`src/rtl/axi_hbm_wr_arb.sv`:
```
// Round-robin arbiter sharing one HBM pseudo-channel AXI3 write port among N_REQ requesters.
// Optional feature macro: AXI_HBM_WPARITY_EN enables per-byte W data parity.

package axi_hbm_wr_arb_pkg;

    localparam int ADDR_W = 33;
    localparam int ID_W   = 6;
    localparam int LEN_W  = 4;
    localparam int DATA_W = 256;
    localparam int STRB_W = DATA_W / 8;
    localparam int OUT_W  = 4;

    typedef enum logic [1:0] {
        ST_IDLE,
        ST_AW,
        ST_W
    } state_t;

    // One parity bit per byte lane: XOR of the eight data bits in that lane.
    function automatic logic [STRB_W-1:0] wparity(input logic [DATA_W-1:0] data);
        logic [STRB_W-1:0] p;
        for (int i = 0; i < STRB_W; i++) begin
            p[i] = ^data[8*i +: 8];
        end
        return p;
    endfunction

endpackage

module axi_hbm_wr_arb
    import axi_hbm_wr_arb_pkg::*;
#(
    parameter int N_REQ           = 4,
    parameter int MAX_OUTSTANDING = 8
) (
    input  logic                     clk,
    input  logic                     rst,

    input  logic [N_REQ-1:0]         req_awvalid,
    output logic [N_REQ-1:0]         req_awready,
    input  logic [N_REQ*ADDR_W-1:0]  req_awaddr,
    input  logic [N_REQ*LEN_W-1:0]   req_awlen,
    input  logic [N_REQ-1:0]         req_wvalid,
    output logic [N_REQ-1:0]         req_wready,
    input  logic [N_REQ*DATA_W-1:0]  req_wdata,
    output logic [N_REQ-1:0]         req_bvalid,
    input  logic [N_REQ-1:0]         req_bready,

    output logic                     m_awvalid,
    input  logic                     m_awready,
    output logic [ADDR_W-1:0]        m_awaddr,
    output logic [ID_W-1:0]          m_awid,
    output logic [LEN_W-1:0]         m_awlen,

    output logic                     m_wvalid,
    input  logic                     m_wready,
    output logic [DATA_W-1:0]        m_wdata,
    output logic [STRB_W-1:0]        m_wstrb,
    output logic                     m_wlast,
    output logic [STRB_W-1:0]        m_wparity,

    input  logic                     m_bvalid,
    output logic                     m_bready,
    input  logic [ID_W-1:0]          m_bid,

    output logic                     bid_err
);

    localparam int GW = $clog2(N_REQ);

    if (N_REQ < 2 || N_REQ > 8) begin : g_bad_n_req
        $error("N_REQ must be in 2..8");
    end
    if (MAX_OUTSTANDING < 1 || MAX_OUTSTANDING > 15) begin : g_bad_max_out
        $error("MAX_OUTSTANDING must be in 1..15");
    end

    state_t             state;
    state_t             state_nxt;
    logic [GW-1:0]      gnt;
    logic [GW-1:0]      rr_ptr;
    logic [GW-1:0]      pick;
    logic               pick_valid;
    logic               can_grant;
    logic [ADDR_W-1:0]  awaddr_q;
    logic [LEN_W-1:0]   awlen_q;
    logic [LEN_W-1:0]   beat_cnt;
    logic [OUT_W-1:0]   outstanding;
    logic               bid_err_q;
    logic               aw_hs;
    logic               w_hs;
    logic               b_hs;
    logic               b_id_ok;
    logic [GW-1:0]      b_idx;

    // First requesting index at or after ptr, wrapping; MSB of the result flags a hit.
    // The scan runs from the farthest offset down so the nearest one wins.
    function automatic logic [GW:0] rr_search(input logic [N_REQ-1:0] reqs,
                                              input logic [GW-1:0]    ptr);
        logic [GW:0] res;
        int          j;
        res = '0;
        for (int k = N_REQ - 1; k >= 0; k--) begin
            j = int'(ptr) + k;
            if (j >= N_REQ) begin
                j = j - N_REQ;
            end
            if (reqs[j]) begin
                res = {1'b1, GW'(j)};
            end
        end
        return res;
    endfunction

    assign {pick_valid, pick} = rr_search(req_awvalid, rr_ptr);
    assign can_grant = pick_valid && (outstanding < OUT_W'(MAX_OUTSTANDING));

    assign aw_hs = m_awvalid && m_awready;
    assign w_hs  = m_wvalid && m_wready;
    assign b_hs  = m_bvalid && m_bready;

    // NOTE: sequential state is written with non-blocking assignments so every
    // flop samples the pre-edge values of the others, independent of block order.
    always_ff @(posedge clk) begin
        if (rst) begin
            state <= ST_IDLE;
        end else begin
            state <= state_nxt;
        end
    end

    // NOTE: every combinational output gets a default before the case, so no
    // path leaves a signal unassigned and no latch is inferred.
    always_comb begin
        state_nxt = state;
        case (state)
            ST_IDLE: if (can_grant)        state_nxt = ST_AW;
            ST_AW:   if (m_awready)        state_nxt = ST_W;
            ST_W:    if (w_hs && m_wlast)  state_nxt = ST_IDLE;
            default:                       state_nxt = ST_IDLE;
        endcase
    end

    always_comb begin
        m_awvalid   = 1'b0;
        req_awready = '0;
        m_wvalid    = 1'b0;
        req_wready  = '0;
        m_wdata     = '0;
        m_wstrb     = '0;
        m_wlast     = 1'b0;
        case (state)
            ST_AW: begin
                m_awvalid        = 1'b1;
                req_awready[gnt] = m_awready;
            end
            ST_W: begin
                m_wvalid        = req_wvalid[gnt];
                req_wready[gnt] = m_wready;
                m_wdata         = req_wdata[int'(gnt)*DATA_W +: DATA_W];
                m_wstrb         = '1;
                m_wlast         = (beat_cnt == awlen_q);
            end
            default: ;
        endcase
    end

    // Grant fields are captured once in IDLE and held, keeping AW stable under backpressure.
    always_ff @(posedge clk) begin
        if (rst) begin
            gnt      <= '0;
            awaddr_q <= '0;
            awlen_q  <= '0;
            rr_ptr   <= '0;
            beat_cnt <= '0;
        end else begin
            if (state == ST_IDLE && can_grant) begin
                gnt      <= pick;
                awaddr_q <= req_awaddr[int'(pick)*ADDR_W +: ADDR_W];
                awlen_q  <= req_awlen[int'(pick)*LEN_W +: LEN_W];
            end
            if (aw_hs) begin
                rr_ptr   <= (gnt == GW'(N_REQ - 1)) ? '0 : gnt + GW'(1);
                beat_cnt <= '0;
            end else if (w_hs) begin
                beat_cnt <= beat_cnt + LEN_W'(1);
            end
        end
    end

    assign m_awaddr = awaddr_q;
    assign m_awid   = ID_W'(gnt);
    assign m_awlen  = awlen_q;

    // Saturating at zero keeps a stray response (e.g. a bad ID) from wrapping the count.
    always_ff @(posedge clk) begin
        if (rst) begin
            outstanding <= '0;
        end else begin
            case ({aw_hs, b_hs})
                2'b10:   outstanding <= outstanding + OUT_W'(1);
                2'b01:   if (outstanding != '0) outstanding <= outstanding - OUT_W'(1);
                default: ;
            endcase
        end
    end

    // Response routing is independent of the FSM; unknown IDs are swallowed.
    assign b_id_ok = (m_bid < ID_W'(N_REQ));
    assign b_idx   = m_bid[GW-1:0];

    always_comb begin
        req_bvalid = '0;
        m_bready   = 1'b1;
        if (b_id_ok) begin
            req_bvalid[b_idx] = m_bvalid;
            m_bready          = req_bready[b_idx];
        end
    end

    always_ff @(posedge clk) begin
        if (rst) begin
            bid_err_q <= 1'b0;
        end else if (m_bvalid && !b_id_ok) begin
            bid_err_q <= 1'b1;
        end
    end

    assign bid_err = bid_err_q;

`ifdef AXI_HBM_WPARITY_EN
    assign m_wparity = wparity(m_wdata);
`else
    assign m_wparity = '0;
`endif

endmodule

```
`config.mk`:
```
export PLATFORM = sky130hd
export DESIGN_NAME = axi_hbm_wr_arb
export DESIGN_NICKNAME = d
export VERILOG_FILES = /design/src/rtl/axi_hbm_wr_arb.sv
export SDC_FILE = /design/constraint.sdc
export NUM_CORES = 1
export LEC_CHECK = 0
export BUFFER_PORTS_ARGS = -buffer_cell sky130_fd_sc_hd__buf_2
export CORE_AREA = 2 2 620 622
export CTS_BUF_LIST = sky130_fd_sc_hd__clkbuf_4 sky130_fd_sc_hd__clkbuf_8
export DETAILED_ROUTE_END_ITERATION = 7
export DIE_AREA = 0 0 622 624
export GPL_TIMING_DRIVEN = 0
export PLACE_DENSITY = 0.3
export RECOVER_POWER = 50
export SETUP_SLACK_MARGIN = 0.2
export SLEW_MARGIN = 5
export SYNTH_ARGS = -nofsm -noshare
export SYNTH_HDL_FRONTEND = slang
export SYNTH_SLANG_ARGS = --single-unit
export TNS_END_PERCENT = 50
```
`constraint.sdc`:
```
create_clock -name clk -period 3.6 [get_ports clk]
set_input_delay 0.72 -clock clk [delete_from_list [all_inputs] [get_ports clk]]
set_output_delay 0.72 -clock clk [all_outputs]
set_load 0.05 [all_outputs]
```
==> metrics.txt, run 1 <==
HPWL Detailed=289 mm; CP Capture Type=primary output; drt total wl=306 mm; FMAX=0.294 GHz; synthesized area=11,800 um2; Core Rows=227; Final setup viols=0; startpoint types=flip-flop; synth top area cells=mux4_2, and2_1, dfxtp_1; Synth cell types=46; worst slew pin tran=1.29 ns; worst skew pair latency=0.44 ns; clock sinks=52; input/output buffers=1,536; Clock Skews=0.0449 ns; # H-tree levels=2; largest area contributor in the netlist=mux4_2; NumNets Final=3,915; min Tclk post-route=3.40 ns; relative slew slack=0.141; Root Driver=clkbuf_8; Floorplan Core Area=381,000 um2; Peak VDD IR=0.177 mV; initial antenna violation count=458; grt ovf=0; CTS Buffer Depth=2; cell breakdown of the critical path=buf_12 -> clkbuf_16 -> buf_16 -> buf_4 -> buf_16 -> mux4_2 -> and2_1 -> buf_2; DR DRC count=0; Hold Crit Class=flip-flop to flip-flop; growth of design area from synthesis to finish=135%; most frequent cells after synthesis=and2_1, mux4_2, and3_1, a211oi_1, buf_4; vias in the first global route=19,000; number of synthesis warnings=0; Top delay family on crit path=buffers and inverters; Critical Path Fanout Max=7; Synth Flop Type=dfxtp_1; post-synthesis sequential area ratio=0.0883; count of final hold-check violations=0; Final Cycle Share=0.945; total CTS buffers=5; total global-route track usage=0.151; WHS=0.472 ns; Worst EP required=2.88 ns; Slowest-stage cell, CP=mux4_2; most common cell in the netlist=and2_1; total of max-cap violations=0; first-pass GRT wire length=348 mm; biggest cell delay along the critical path=0.48 ns; Starting Density=0.0309; placer congestion estimate=1.02; RSZ-0062 raised after global routing=yes; share of layout cells above drive strength 1=0.728; die height=624 um; Mapped Avg Cell Area=10.7 um2; Worst-path clk slew=0.17 ns; Horiz. Die Dim=622 um; average wire per standard cell=38.4 um; register bit count reported by yosys=52; Syn Inst Count=1,103; DRT iter0 DRCs=1,842; Leak=11.2 nW; Ports=1,575; largest net degree at the start of global routing=42; count of pins over their slew limit=0; Final ANT Viol Nets=0; pwr/cell area=305 nW/um2; placed cells=7,715; status=complete, no violations; total number of vias=20,500; non-filler instance count after layout=7,974; First-pass DRT Iterations=5; Crit Path Class=flip-flop to primary output; most frequent CP cell=buf_16; worst path bufs/invs=6; worst path arrival time=2.68 ns; vias per cell=2.57; die area=388,000 um2; EDFF count, synth=0; CTS tree=yes; area fraction of the dominant cell type after synthesis=0.491; Synth async-reset ratio=0
## kinds of logic after synthesis
logic type	count (synthesis)	share of synthesized area
mux	261	0.494
xor+xnor	8	0.00594
other cells	1	0.000318
compound gates	139	0.0911
flops	52	0.0883
fa+ha+maj	8	0.00913
simple gates	426	0.217
buf+inv	208	0.0941
## per-layer routing
metal	routed length (um)	track usage	up-vias
li1	-	-	7740
met4	10700	0.0404	182
met2	164000	0.289	1875
met5	1250	0	-
met1	98300	0.146	9968
met3	32200	0.0633	724
## final cells by class
class | count | area, um2
Timing Repair Buffer | 1567 | 8250
Tap cell | 5038 | 6300
Antenna cell | 223 | 558
Clock buffer | 6 | 76.3
Clock inverter | 2 | 13.8
Buffer | 198 | 1620
Fill cell | 45200 | 353000
Multi-Input combinational cell | 878 | 9800
Sequential cell | 52 | 1040
Inverter | 10 | 37.5
## through the flow
stage / power [W] / util / TNS (ns) / setup WS, ns / area, um2
2_1_floorplan: 0.00451 / - / 0 / 0.272 / 11900
3_3_place_gp: 0.00773 / 0.0680 / -324.20 / -1.82 / 25900
3_5_place_dp: 0.00771 / 0.0682 / -82.24 / -1.06 / 26000
4_1_cts: 0.00871 / 0.0712 / 0 / 0.109 / 27100
5_1_grt: 0.00884 / 0.0719 / 0 / 0.0762 / 27400
6_report: 0.00844 / 0.0727 / 0 / 0.199 / 27700
## registers in the layout (all words and copies together), names as in the netlist
name,count
outstanding,4
rr_ptr,2
state,2
bid_err,1
m_awaddr,33
gnt,2
beat_cnt,4
m_awlen,4
## final timing paths
| path | start | endpoint | slack, ns | depth (start not counted) |
|---|---|---|---|---|
| worst max-delay path | gnt[0] | m_wdata[173] | 0.20 | 8 |
| worst max register to register | rr_ptr[1] | m_awaddr[20] | 0.54 | 8 |
| worst min register to register | m_awaddr[12] | m_awaddr[12] | 0.47 | 2 |
| worst min-delay path | m_awaddr[12] | m_awaddr[12] | 0.47 | 2 |
## what timing repair did
item                       4_1_cts  5_1_grt
setup buffers                   19        2
hold buffers                     0        0
pin swaps                        5        0
setup endpoints to repair      296       81
resized for setup              254       22
cloned                           5        2
## where the power goes
group          switching (W)  leakage, nW  internal, W
combinational        0.00457         10.7      0.00249
clock               0.000356       0.0504     0.000149
sequential          0.000146        0.429     0.000724
total                0.00508         11.2      0.00337
## worst reg2reg max path: stages (launching register included)
cell      delay, ns
dfxtp_1        0.34
clkbuf_1       0.28
mux2i_1        0.23
o22a_1         0.39
nand2_1        0.13
clkbuf_1       0.29
clkbuf_2       0.45
a211oi_1       0.69
o31ai_1        0.15
## cells in the final DEF, fill, tap and decap left out, types with 9 or more instances in the layout
cell and n:
buf_4 125, and3_1 85, mux4_2 257, conb_1 36
a21oi_1 10, clkbuf_1 87, inv_1 10, buf_2 1367
clkbuf_4 15, nor3_1 9, and2_4 13, buf_12 20
clkbuf_8 9, buf_6 18, clkbuf_2 113, and2_2 9
o31ai_1 37, and2_1 236, a211oi_1 75, nand2_1 45
dfxtp_1 51, diode_2 223
Note: power is estimated with default switching activity, not from simulation.
==> inputs of run 2 (changes only) <==
--- a/config.mk
+++ b/config.mk
@@ -5,15 +5,16 @@
 export SDC_FILE = /design/constraint.sdc
 export NUM_CORES = 1
 export LEC_CHECK = 0
+export ABC_AREA = 1
 export BUFFER_PORTS_ARGS = -buffer_cell sky130_fd_sc_hd__buf_2
-export CORE_AREA = 2 2 620 622
+export CORE_AREA = 2 2 617 619
 export CTS_BUF_LIST = sky130_fd_sc_hd__clkbuf_4 sky130_fd_sc_hd__clkbuf_8
 export DETAILED_ROUTE_END_ITERATION = 7
-export DIE_AREA = 0 0 622 624
+export DIE_AREA = 0 0 619 621
 export GPL_TIMING_DRIVEN = 0
 export PLACE_DENSITY = 0.3
 export RECOVER_POWER = 50
-export SETUP_SLACK_MARGIN = 0.2
+export SETUP_SLACK_MARGIN = 0.5
 export SLEW_MARGIN = 5
 export SYNTH_ARGS = -nofsm -noshare
 export SYNTH_HDL_FRONTEND = slang
==> run 2 against run 1 <==
Compared with the run above:
- clock skew decreased by 0.022 ns
- via count increased by 38%
- largest cell class unchanged
- critical endpoint is now m_wdata[15]
- fmax decreased by 2.1%
- sequential power increased by 10%
- critical path type unchanged
- die area decreased by 0.96%
- power increased to 3.0 times the previous value
- cell area increased by 19%
- core utilization increased by 1.5 points
- critical path depth increased by 1
- count of clock-buffer cells in the layout decreased by 1
==> metrics.txt, run 2 <==
count of pins over their slew limit=0; die area=384,000 um2; first-pass GRT wire length=400 mm; First-pass DRT Iterations=7; Starting Density=0.0338; vias per cell=2.96; Mapped Avg Cell Area=4.70 um2; Leak=13.8 nW; DR DRC count=0; Syn Inst Count=2,716; Synth cell types=32; relative slew slack=0.240; placer congestion estimate=0.976; most common cell after layout, fill and taps aside=buf_2; die height=621 um; Final Cycle Share=0.965; CTS tree=yes; Hold Crit Class=flip-flop to flip-flop; Critical Path Fanout Max=10; Slowest-stage cell, CP=o21ai_1; r2r setup slk=0.48 ns; NumNets Final=5,601; worst path bufs/invs=7; most frequent cells in the layout=buf_2, nor2_1, o21ai_0, nand2_1, buf_6; min Tclk post-route=3.48 ns; average wire per standard cell=36.3 um; total of max-cap violations=0; CTS Buffer Depth=2; biggest cell delay along the critical path=0.55 ns; share of layout cells above drive strength 1=0.517; Floorplan Core Area=378,000 um2; synthesized area=12,800 um2; Power Total=0.0256 W; Worst-path clk slew=0.14 ns; vias in the first global route=25,800; number of synthesis warnings=0; count of final hold-check violations=0; area fraction of the dominant cell type after synthesis=0.324; startpoint types=flip-flop; clock sinks=52; # H-tree levels=2; multi-input logic area=12,200 um2; initial antenna violation count=440; worst skew pair latency=0.39 ns; DRT iter0 DRCs=2,158; status=complete, no violations; cell breakdown of the critical path=clkinvlp_2 -> buf_12 -> clkbuf_16 -> buf_16 -> buf_12 -> buf_12 -> o21ai_1 -> a21oi_1 -> buf_6; WHS=0.514 ns; total global-route track usage=0.172; Crit Path Class=flip-flop to primary output; post-synthesis sequential area ratio=0.0815; largest net degree at the start of global routing=20; Synth Flop Type=dfxtp_1; worst path arrival time=2.76 ns; sequential share of power=0.038; Ports=1,575; largest area contributor in the netlist=nor2_1; Final ANT Viol Nets=0; Top delay family on crit path=buffers and inverters; Seq. cell area=1050 um2; Switching Fraction=0.690; total CTS buffers=5; P_int=0.00794 W; pwr/cell area=778 nW/um2; growth of design area from synthesis to finish=158%; net switching power=0.0177 W; grt ovf=0; Clock power frac=0.018; Clock Skews=0.0228 ns; drt total wl=347 mm; RSZ-0062 raised after global routing=yes; CP Capture Type=primary output; Final setup viols=0; Horiz. Die Dim=619 um; Core Rows=226; synth top area cells=nor2_1, o21ai_0, a21oi_1; EDFF count, synth=0; Synth async-reset ratio=0; Peak VDD IR=0.267 mV; Worst EP required=2.88 ns; most frequent cells after synthesis=nor2_1, o21ai_0, a21oi_1, nand2_1, clkbuf_1; HPWL Detailed=320 mm; total number of vias=28,300; most frequent CP cell=buf_12; Root Driver=clkbuf_8; input/output buffers=1,538; register bit count reported by yosys=52; filler instances=45,400; Largest register FFs=33; most common cell in the netlist=nor2_1; setup TNS=0 ns; worst slew pin tran=1.14 ns; Comb pwr share=0.945; FMAX=0.288 GHz
==> run 2: changes by cell type in the layout (fill, tap and decap cells not counted), sizes merged, moves of 92 or more <==
cell / previous run / this run
mux4: 257 / 0
diode: 223 / 131
nand3: 6 / 109
nor2: 9 / 1106
o21ai: 1 / 542
a21oi: 10 / 305
buf: 1539 / 1696
nand2: 45 / 192
and2: 258 / 0
==> run 2: cell type report <==
class	count	share of cell area
antenna	131	0.00995
buffer	303	0.0818
clock buffer	5	0.00209
clock inverter	3	0.000873
inverter	75	0.00892
multi-input combinational	2321	0.369
sequential	52	0.0318
tap	5016	0.190
timing repair buffer	1639	0.305
timing repair inverter	1	0.000152
==> run 2: layer usage <==
metal | vias up | track usage | part of all wire
li1 | 12300 | - | -
met1 | 13200 | 0.183 | 0.36
met2 | 1791 | 0.314 | 0.50
met4 | 176 | 0.0464 | 0.046
met3 | 760 | 0.0633 | 0.096
met5 | - | 0 | 0.0033
==> run 2: cell families (layout without fill, tap and decap cells) <==
kind of cell / Yosys count / in the layout / share of synthesized area
buffers and inverters: 378 / 2026 / 0.138
other: 1 / 167 / 0.000294
AND/OR/NAND/NOR: 1422 / 1422 / 0.435
adder cells (fa/ha/maj): 8 / 8 / 0.00843
AO/OA/AOI/OAI: 851 / 851 / 0.334
XOR/XNOR: 4 / 4 / 0.00274
flip-flops: 52 / 52 / 0.0815
==> run 2: power groups by stage <==
| stage | Clock, W | Sequential (W) | Combinational, W |
|---|---|---|---|
| floorplan | 0 | 0.00150 | 0.00893 |
| global placement | 0 | 0.000978 | 0.0200 |
| detailed placement | 0 | 0.000979 | 0.0206 |
| CTS | 0.000484 | 0.000967 | 0.0232 |
| global route | 0.000494 | 0.000986 | 0.0256 |
| finish | 0.000452 | 0.000961 | 0.0242 |
==> run 2: repair_timing <==
action	4_1_cts	5_1_grt
resized for setup	772	787
setup endpoints to repair	314	287
pin swaps	30	67
hold buffers	0	0
cloned	6	6
buffers inserted	10	19
==> run 2: path summary, 6_finish.rpt <==
check                                     from             end  cells past startpoint
worst max-delay path                    gnt[0]     m_wdata[15]                      9
worst min-delay path            outstanding[0]  outstanding[0]                      1
worst min register to register  outstanding[0]  outstanding[0]                      1
worst max register to register       rr_ptr[0]      m_awlen[1]                     12
==> run 2: through the flow <==
stage	setup slack [ns]	std cells	utilization	instance area, um2
after floorplan	0.316	2751	-	13400
after global placement	-4.09	9305	0.0724	27400
after detailed placement	-2.27	9366	0.0744	28100
after CTS	0.169	9390	0.0818	30900
final	0.125	9546	0.0872	33000
after global routing	0.109	9474	0.0868	32800
